**config.mk**
```make
export PLATFORM = sky130hd
export DESIGN_NAME = alu_req_arbiter
export DESIGN_NICKNAME = d
export VERILOG_FILES = /design/src/rtl/alu_req_arbiter.sv
export SDC_FILE = /design/constraint.sdc
export NUM_CORES = 1
export LEC_CHECK = 0
export CORE_MARGIN = 3
export CORE_UTILIZATION = 40
export CTS_CLUSTER_DIAMETER = 40
export DETAILED_ROUTE_END_ITERATION = 10
export GPL_TIMING_DRIVEN = 1
export PLACE_DENSITY = 0.81
export SETUP_SLACK_MARGIN = 0.2
export SYNTH_ARGS = -nofsm -noshare
export SYNTH_HDL_FRONTEND = slang
export SYNTH_SLANG_ARGS = --single-unit
```
**constraint.sdc**
```tcl
create_clock -name CLK -period 1.5 [get_ports CLK]
set_input_delay 0.3 -clock CLK [delete_from_list [all_inputs] [get_ports CLK]]
set_output_delay 0.3 -clock CLK [all_outputs]
set_load 0.1 [all_outputs]
```
**src/rtl/alu_req_arbiter.sv**
```systemverilog
// Round-robin front end sharing one ALU between two requesters.
// Define ALU_ARB_FIXED_PRIO_EN to give requester 0 fixed priority.
module alu_req_arbiter #(
  parameter int WIDTH   = 8,
  parameter int C_WIDTH = 4
) (
  input  logic                 CLK,
  input  logic                 RST_N,
  input  logic [1:0]           REQ_VALID,
  output logic [1:0]           REQ_READY,
  input  logic [2*WIDTH-1:0]   REQ_OPA,
  input  logic [2*WIDTH-1:0]   REQ_OPB,
  input  logic [2*C_WIDTH-1:0] REQ_CMD,
  input  logic [1:0]           REQ_MODE,
  input  logic [1:0]           REQ_CIN,
  output logic                 RSP_VALID,
  input  logic                 RSP_READY,
  output logic                 RSP_ID,
  output logic [WIDTH:0]       RSP_RES,
  output logic [5:0]           RSP_FLAGS,
  output logic                 ALU_CE,
  output logic                 ALU_MODE,
  output logic [C_WIDTH-1:0]   ALU_CMD,
  output logic [WIDTH-1:0]     ALU_OPA,
  output logic [WIDTH-1:0]     ALU_OPB,
  output logic                 ALU_CIN,
  output logic [1:0]           ALU_INP_VALID,
  input  logic [WIDTH:0]       ALU_RES,
  input  logic                 ALU_COUT,
  input  logic                 ALU_OFLOW,
  input  logic                 ALU_G,
  input  logic                 ALU_L,
  input  logic                 ALU_E,
  input  logic                 ALU_ERR
);

  typedef enum logic [1:0] {
    IDLE = 2'd0,
    EXEC = 2'd1,
    RESP = 2'd2
  } state_e;

  state_e state_q, state_d;

  logic [1:0]         gnt;
  logic               gid;
  logic               accept;
  logic               exec_last;
  logic [WIDTH-1:0]   sel_opa;
  logic [WIDTH-1:0]   sel_opb;
  logic [C_WIDTH-1:0] sel_cmd;
  logic               sel_mode;
  logic               sel_cin;
  logic               sel_mul;

  logic [WIDTH-1:0]   opa_q;
  logic [WIDTH-1:0]   opb_q;
  logic [C_WIDTH-1:0] cmd_q;
  logic               mode_q;
  logic               cin_q;
  logic               id_q;
  logic [1:0]         cnt_q;
  logic [WIDTH:0]     res_q;
  logic [5:0]         flags_q;

`ifdef ALU_ARB_FIXED_PRIO_EN
  always_comb begin
    gnt = 2'b00;
    if (REQ_VALID[0])
      gnt = 2'b01;
    else if (REQ_VALID[1])
      gnt = 2'b10;
  end
`else
  logic last_q;

  always_comb begin
    gnt = REQ_VALID;
    if (&REQ_VALID)
      gnt = last_q ? 2'b01 : 2'b10;
  end

  always_ff @(posedge CLK or negedge RST_N) begin
    if (!RST_N)
      last_q <= 1'b1;
    else if (accept)
      last_q <= gid;
  end
`endif

  assign gid = gnt[1];

  assign sel_opa  = gid ? REQ_OPA[2*WIDTH-1:WIDTH]
                        : REQ_OPA[WIDTH-1:0];
  assign sel_opb  = gid ? REQ_OPB[2*WIDTH-1:WIDTH]
                        : REQ_OPB[WIDTH-1:0];
  assign sel_cmd  = gid ? REQ_CMD[2*C_WIDTH-1:C_WIDTH]
                        : REQ_CMD[C_WIDTH-1:0];
  assign sel_mode = REQ_MODE[gid];
  assign sel_cin  = REQ_CIN[gid];

  // multiply takes one extra ALU cycle
  assign sel_mul = sel_mode &
                   ((sel_cmd == C_WIDTH'(9)) |
                    (sel_cmd == C_WIDTH'(10)));

  assign accept    = (state_q == IDLE) & (|gnt);
  assign exec_last = (state_q == EXEC) & (cnt_q == 2'd0);

  always_ff @(posedge CLK or negedge RST_N) begin
    if (!RST_N)
      state_q <= IDLE;
    else
      state_q <= state_d;
  end

  always_comb begin
    state_d = state_q;
    unique case (state_q)
      IDLE: if (|gnt) state_d = EXEC;
      EXEC: if (cnt_q == 2'd0) state_d = RESP;
      RESP: if (RSP_READY) state_d = IDLE;
      default: state_d = IDLE;
    endcase
  end

  always_comb begin
    REQ_READY     = 2'b00;
    ALU_CE        = 1'b0;
    ALU_INP_VALID = 2'b00;
    RSP_VALID     = 1'b0;
    unique case (state_q)
      IDLE: REQ_READY = RST_N ? gnt : 2'b00;
      EXEC: begin
        ALU_CE        = 1'b1;
        ALU_INP_VALID = 2'b11;
      end
      RESP: RSP_VALID = 1'b1;
      default: ;
    endcase
  end

  always_ff @(posedge CLK or negedge RST_N) begin
    if (!RST_N) begin
      opa_q  <= '0;
      opb_q  <= '0;
      cmd_q  <= '0;
      mode_q <= 1'b0;
      cin_q  <= 1'b0;
      id_q   <= 1'b0;
      cnt_q  <= 2'd0;
    end else if (accept) begin
      opa_q  <= sel_opa;
      opb_q  <= sel_opb;
      cmd_q  <= sel_cmd;
      mode_q <= sel_mode;
      cin_q  <= sel_cin;
      id_q   <= gid;
      cnt_q  <= sel_mul ? 2'd2 : 2'd1;
    end else if ((state_q == EXEC) && (cnt_q != 2'd0)) begin
      cnt_q  <= cnt_q - 2'd1;
    end
  end

  // undriven or X flags from the ALU read back as 0
  always_ff @(posedge CLK or negedge RST_N) begin
    if (!RST_N) begin
      res_q   <= '0;
      flags_q <= '0;
    end else if (exec_last) begin
      res_q   <= ALU_RES;
      flags_q <= {ALU_COUT  === 1'b1,
                  ALU_OFLOW === 1'b1,
                  ALU_G     === 1'b1,
                  ALU_L     === 1'b1,
                  ALU_E     === 1'b1,
                  ALU_ERR   === 1'b1};
    end
  end

  assign ALU_MODE  = mode_q;
  assign ALU_CMD   = cmd_q;
  assign ALU_OPA   = opa_q;
  assign ALU_OPB   = opb_q;
  assign ALU_CIN   = cin_q;
  assign RSP_ID    = id_q;
  assign RSP_RES   = res_q;
  assign RSP_FLAGS = flags_q;

endmodule
```
======== After elaboration in Yosys (flattened, before gate mapping) ========
Index checks and enable logic that the tools add are counted.
storage, ports and cells
  bits in registers ....................... 43
  output and inout port bits .............. 44
  logic and storage cells ................. 59
cells by class
  add/sub/neg operators ................... 1
  magnitude comparators ................... 1
  equal/unequal tests ..................... 13
  multiplexer cells ....................... 21
  bitwise gates (word level) .............. 4
  reductions and logical operators ........ 8
operator list
  operator                                                                 count
  2-bit 2-to-1 mux                                                         11
  8-bit 2-to-1 mux                                                         2
  4-bit == test, second input constant                                     2
  1-bit === test, second input constant                                    6
  1-bit 2-to-1 mux                                                         6
  2-bit one-hot mux with 3 select lines                                    1
  2-bit zero test                                                          2
  4-bit 2-to-1 mux                                                         1
  2-bit by 1-bit inequality test with 1-bit output, second input constant  2
  2-bit nonzero test                                                       2
  1-bit AND                                                                3
  3-bit AND reduction                                                      1
  2-bit by 1-bit == test with 1-bit output, second input constant          1
  2-bit == test, second input constant                                     1
  1-bit by 2-bit < comparator with 1-bit output, second input constant     1
  2-bit inequality test, second input constant                             1
  2-bit AND reduction                                                      1
  2-bit OR reduction                                                       1
  2-bit by 1-bit subtractor with 2-bit output, second input constant       1
  1-bit logical AND                                                        1
  1-bit bitwise OR                                                         1

======== Logic depth before layout (Yosys ltp) ========
Gate-level depths: netlist (run 1).
  depth after elaboration ................. 8
  depth in mapped cells ................... 6
  gate-level depth less buffers ........... 6

======== Worst setup path before layout (run 1) ========
OpenSTA, ideal clock, no wires.
  path kind ............................... register to output
  from .................................... register state_q[1]
  to ...................................... output port REQ_READY[0]
  arrival time ............................ 2148 ps
  path slack .............................. -948 ps
  cell stages (with the launch flop) ...... 4
  buffers on the path ..................... 0
  cell sequence ........................... dfrtp_1 -> nor2_2 -> nand3_1 -> a21oi_1
between the ends
  longest elaborated chain between the ends .. 2
ends and longest elaborated chain
  item                    line  source
  from (decl)             43    state_e state_q, state_d;
  from (signal assigned)  114   state_q <= state_d;
  2-bit zero test         132   unique case (state_q)
  2-bit 2-to-1 mux        132
  to (decl)               10    output logic [1:0] REQ_READY,
No other way between the ends.

======== Final worst setup path (run 1) ========
  from .................................... register state_q[0]
  to ...................................... output port RSP_VALID
between the ends
  longest elaborated chain between the ends .. 2
ends and longest elaborated chain
  item              line  source
  2-bit == test     132
  1-bit 2-to-1 mux  132
  to (decl)         16    output logic RSP_VALID,
No other way between the ends.

==> results of run 1 <==
[placed cells by master (no fill, tap or decap), types with 2 or more instances in the layout]
cell              n
dlygate4sd2_1     2
clkinvlp_4        2
dfrtp_2           2
mux2_4           16
nand2_1           2
inv_1             3
clkdlybuf4s50_1  60
dfrtp_1          40
xor2_1            2
buf_12           50
mux2i_2           2
clkbuf_8          5
buf_4            11
nand2_8           2
buf_6             9
a21oi_2          12
mux2i_1          20
nor2_1           16
nor2_2            7
a21oi_1          13
[per-layer routing]
layer  routed length, um  GRT usage (%)  part of all wire (%)
met5                   0              0                     0
met4                  59           6.29                  0.93
met1                2440           23.9                    38
met3                 324           5.16                   5.1
met2                3550           39.9                    56
[state kept, by name (all words and copies together), names as in the netlist]
register / cells
ALU_CMD: 4
RSP_RES: 9
RSP_FLAGS: 6
state_q: 2
ALU_OPA: 8
last_q: 1
ALU_CIN: 1
RSP_ID: 1
cnt_q: 2
ALU_OPB: 8
ALU_MODE: 1
[timing repair]
item	CTS	global route
gates resized for setup	27	5
hold buffers	1	0
hold endpoints to repair	5	0
pin swaps	6	6
endpoints found under the setup margin	46	47
gates cloned	2	1
setup buffers	12	2
[cell families after synthesis]
| family | after synthesis |
|---|---|
| DFF | 43 |
| adders and majority gates | 1 |
| xor gates and xnor gates | 3 |
| and+or+nand+nor | 37 |
| buffers and inverters | 15 |
| AOI/OAI and AO/OA | 32 |
| muxes | 38 |
[critical path: stages (launching register included)]
cell,delay (ns)
dfrtp_2,0.46
buf_4,0.15
nand2b_1,0.19
clkinvlp_4,0.10
buf_12,0.16
[synth_stat cells (2+ instances only)]
cell type / n / area [um^2]
nand3_1: 2 / 10.0
mux2_2: 6 / 67.6
dfrtp_1: 42 / 1050
a21oi_2: 12 / 105
buf_6: 7 / 78.8
buf_4: 3 / 22.5
mux2i_1: 22 / 220
nor2_2: 8 / 50.1
nor2_1: 16 / 60.1
mux2_4: 10 / 150
a21oi_1: 14 / 70.1
inv_1: 4 / 15.0
xor2_1: 2 / 17.5
nand2_1: 2 / 7.51
[metrics by stage]
step	setup WS, ns	instance area [um^2]	utilization (%)
after CTS	-0.149	4100	83.4
after detailed placement	-0.281	3750	76.3
after global routing	-0.221	4160	84.8
after global placement	-0.227	3750	76.3
after floorplan	-0.0972	2130	-
final	-0.171	4160	84.8
[layout make-up]
| type | instances | share of cell area (%) |
|---|---|---|
| tap | 67 | 2.01 |
| timing repair buffer | 137 | 45.3 |
| inverter | 4 | 0.451 |
| clock buffer | 6 | 1.74 |
| clock inverter | 2 | 0.300 |
| multi-input combinational | 112 | 24.3 |
| sequential | 43 | 25.9 |
[worst paths after layout]
check / from / endpoint / depth (start not counted)
min reg2reg: RSP_RES[4]$_DFFE_PN0P_ / RSP_RES[4]$_DFFE_PN0P_ / 1
min in group CLK: REQ_VALID[0] / last_q$_DFFE_PN1P_ / 2
max: state_q[0]$_DFFE_PN0P_ / RSP_VALID / 4
max reg2reg: state_q[1]$_DFFE_PN0P_ / RSP_RES[3]$_DFFE_PN0P_ / 5
max in group asynchronous: RST_N / last_q$_DFFE_PN1P_ / 3
min: RST_N / ALU_CMD[2]$_DFFE_PN0P_ / 2
==> impl_metrics.ini, run 1 <==
[logic_synthesis]
syn_area_um2 = 2100
synth_edf_count = 0
syn_nets = 234
synth_compound_area_share_pct = 10.9
synth-simple-area-share_pct = 9.35
synth_top_flop_cell = dfrtp_1
ys_seq_area_share_pct = 51.3
synth_top_family_by_area = multiplexers
syn_area_per_cell_um2 = 12.4
synth_fa_ha_area_share_pct = 0.596
synth_xor_area_share_pct = 1.25
synth_cell_types = 33
syn-instance-count = 169
synthMuxAreaShare_pct = 20.8
ys_ff_latch = 43
async_flop_share_pct = 100
yosys_warnings = 0

[worst_setup_path]
worstPathRequired_ns = 1.20
arrival_ns = 1.37
worstSetupEndpointType = primary output
crit_fanout = 4
start_kind = register
reg2reg_slack_ns = 0
critical_path_class = register to primary output

[grt]
grt_max_degree = 38
grt_pass1_vias = 1976
antenna_found_initial = 0
grt_use_total_pct = 21.4
grt_overflow_total = 0
grt_pass1_wl_um = 10100

[timing]
hold_violations = 0
slew_violations = 0
worst_slew_pin_slew_ns = 0.484
period_needed_ns = 1.67
period_share_pct = 111
finalWorstSetupSlack_ns = -0.171
slew_headroom_pct = 67.7
grt_setup_unrepaired = yes
fmaxAchievable_mhz = 598
setup_violations = 8
finalSetupTns_ns = -0.920
skew_ns = 0.00598
holdWs_ns = 0.107

[floorplan]
initial_core_util_pct = 42.8
core_area_um2 = 4910
dieArea_um2 = 6160
dieHeight_um = 78.5
rows = 25
io-pin-count = 108
die_w_um = 78.5

[finish]
area_delta_synth_final_pct = 98.2
fin_cells = 371
ff_latch_area_um2 = 1080
num-nets-final = 368
antenna_cells = 0
drive_above_1_share_pct = 44.1
multi_input_area_um2 = 1010
fillers = 259

[min_path]
hold_path.class = primary input to asynchronous set/reset pin

[placed_design]
gp_congestion = 0.675
dp.cells = 345
place_hpwl_um = 4400
io_buffers = 107

[status]
status = finished with violations
violations = negative setup slack

[clock_network]
h-tree-depth = 2
clk_latency_ns = 0.30
clk_path_buf_depth = 2
cts_tree = done
cts_root_buffer = clkbuf_8
cts.sinks = 43
cts_inserted_buffers = 5
clk_transition_reported_paths_ns = 0.08

[route]
ant_nets = 0
dr.pass1.iters = 4
avgViaCountPerCell = 4.88
vias = 1809
wl_per_cell_um = 17.2
routed_wl_um = 6370
drt_iter0_drc = 107
post-route-drc-count = 0

[flow_run]
cap_violations = 0
Power of run 1 is not shown: default switching activity piles up to over one toggle a cycle in this logic, so the estimate is an artifact.
==> inputs of run 2 (changes only) <==
- CELL_PAD_IN_SITES_DETAIL_PLACEMENT: default -> 1
- CELL_PAD_IN_SITES_GLOBAL_PLACEMENT: default -> 1
- CORE_UTILIZATION: 40 -> 30
- PLACE_DENSITY: 0.81 -> default
- PLACE_DENSITY_LB_ADDON: default -> 0.1
==> impl_metrics.ini, run 2 (synthesis gave the netlist of run 1 again) <==
[status]
status = finished with violations
violations = negative setup slack

[worst_setup_path]
arrival_ns = 1.35
crit_fanout = 4
r2r_start = state_q[0]$_DFFE_PN0P_
worstSetupEndpointType = primary output
worstPathRequired_ns = 1.20
reg2reg_slack_ns = -0.02
critical_path_class = register to primary output
r2r_cells = 6
reg2reg_to = RSP_FLAGS[5]$_DFFE_PN0P_
cp-startpoint = state_q[1]$_DFFE_PN0P_
start_kind = register

[timing]
grt_setup_unrepaired = yes
finalWorstSetupSlack_ns = -0.153
fmaxAchievable_mhz = 605
slew_violations = 0
slew_headroom_pct = 61.7
period_share_pct = 110
holdWs_ns = 0.158
period_needed_ns = 1.65
hold_violations = 0
skew_ns = 0.00336
worst_slew_pin_slew_ns = 0.575
setup_violations = 23

[clock_network]
cts_tree = done
cts.sinks = 43
clk_path_buf_depth = 2
clk_transition_reported_paths_ns = 0.08
h-tree-depth = 2
clk_latency_ns = 0.29
cts_root_buffer = clkbuf_8
cts_inserted_buffers = 5
cts_hold_buffers = 0

[route]
dr.pass1.iters = 4
vias = 1839
routed_wl_um = 7100
post-route-drc-count = 0
avgViaCountPerCell = 4.53
drt_iter0_drc = 11
wl_per_cell_um = 17.5
ant_nets = 0

[placed_design]
io_buffers = 107
gp_congestion = 0.731
place_hpwl_um = 4570

[grt]
grt_use_total_pct = 17.7
grt_pass1_vias = 2096
grt_max_degree = 44
grt_overflow_total = 0
grt_pass1_wl_um = 10700
antenna_found_initial = 0

[finish]
area_delta_synth_final_pct = 110
mostFrequentLayoutCells = clkdlybuf4s50_1, buf_12, dfrtp_1
final_common_cell = clkdlybuf4s50_1
largest_reg_flops = 9
drive_above_1_share_pct = 49.2
num-nets-final = 377
antenna_cells = 0

[floorplan]
initial_core_util_pct = 32.0
rows = 29
die_w_um = 89.7
dieHeight_um = 89.7
io-pin-count = 108
dieArea_um2 = 8040
core_area_um2 = 6570

[min_path]
hold_path.class = primary input to asynchronous set/reset pin

[flow_run]
cap_violations = 0
==> run 2: cell types whose count changed in the layout (fill, tap and decap cells not counted), moves of 2 or more <==
cell / previous run / this run
buf_4: 11 / 16
buf_16: 1 / 3
mux2i_4: 0 / 3
buf_6: 9 / 11
mux2i_1: 20 / 14
mux2i_2: 2 / 5
==> run 2: worst max path at each step <==
| stage | endpoint | slack, ns | cells after the start |
|---|---|---|---|
| 4_1_cts | REQ_READY[0] | -0.15 | 4 |
| 2_1_floorplan | RSP_FLAGS[5]$_DFFE_PN0P_ | -0.1 | 4 |
| 3_3_place_gp | REQ_READY[1] | -0.27 | 4 |
| 3_5_place_dp | ALU_OPB[7]$_DFFE_PN0P_ | -0.33 | 5 |
| 6_report | REQ_READY[0] | -0.15 | 4 |
| 5_1_grt | REQ_READY[0] | -0.21 | 4 |
==> run 2: area by class of cell <==
cell class / count / area, um^2
timing repair buffer: 146 / 2010
clock buffer: 6 / 82.6
fill: 584 / 2150
multi-input combinational: 112 / 1070
sequential: 43 / 1080
clock inverter: 2 / 35.0
inverter: 4 / 18.8
tap: 93 / 116
==> run 2: layer usage <==
metal	vias up	global-route usage [%]	part of all wire [%]
met5	-	0	0
met4	0	3.25	0.38
met3	2	4.65	6.2
met2	56	32.6	55
met1	914	20.6	38
li1	867	-	-
==> run 2: timing repair <==
item,in CTS,in global routing
setup buffers,15,8
pin swaps,20,3
cloned,4,1
resized for setup,41,12
setup endpoints to repair,46,47
==> run 2: metrics by stage <==
stage | setup TNS (ns) | area, um^2 | setup slack, ns | std cells | util (%)
6_report | -0.821 | 4410 | -0.153 | 406 | 67.2
2_1_floorplan | -1.07 | 2130 | -0.0972 | 169 | -
4_1_cts | -0.843 | 4280 | -0.155 | 397 | 65.2
5_1_grt | -2.83 | 4410 | -0.213 | 406 | 67.2
3_3_place_gp | -5.74 | 3770 | -0.270 | 370 | 57.4
3_5_place_dp | -6.82 | 3770 | -0.335 | 370 | 57.4
==> run 2: critical path, stage by stage, from the launching register on <==
cell	delay (ns)
dfrtp_2	0.44
nor2_4	0.17
nand3_2	0.11
a21oi_4	0.15
buf_12	0.19
Power of run 2 is left out for the same reason.
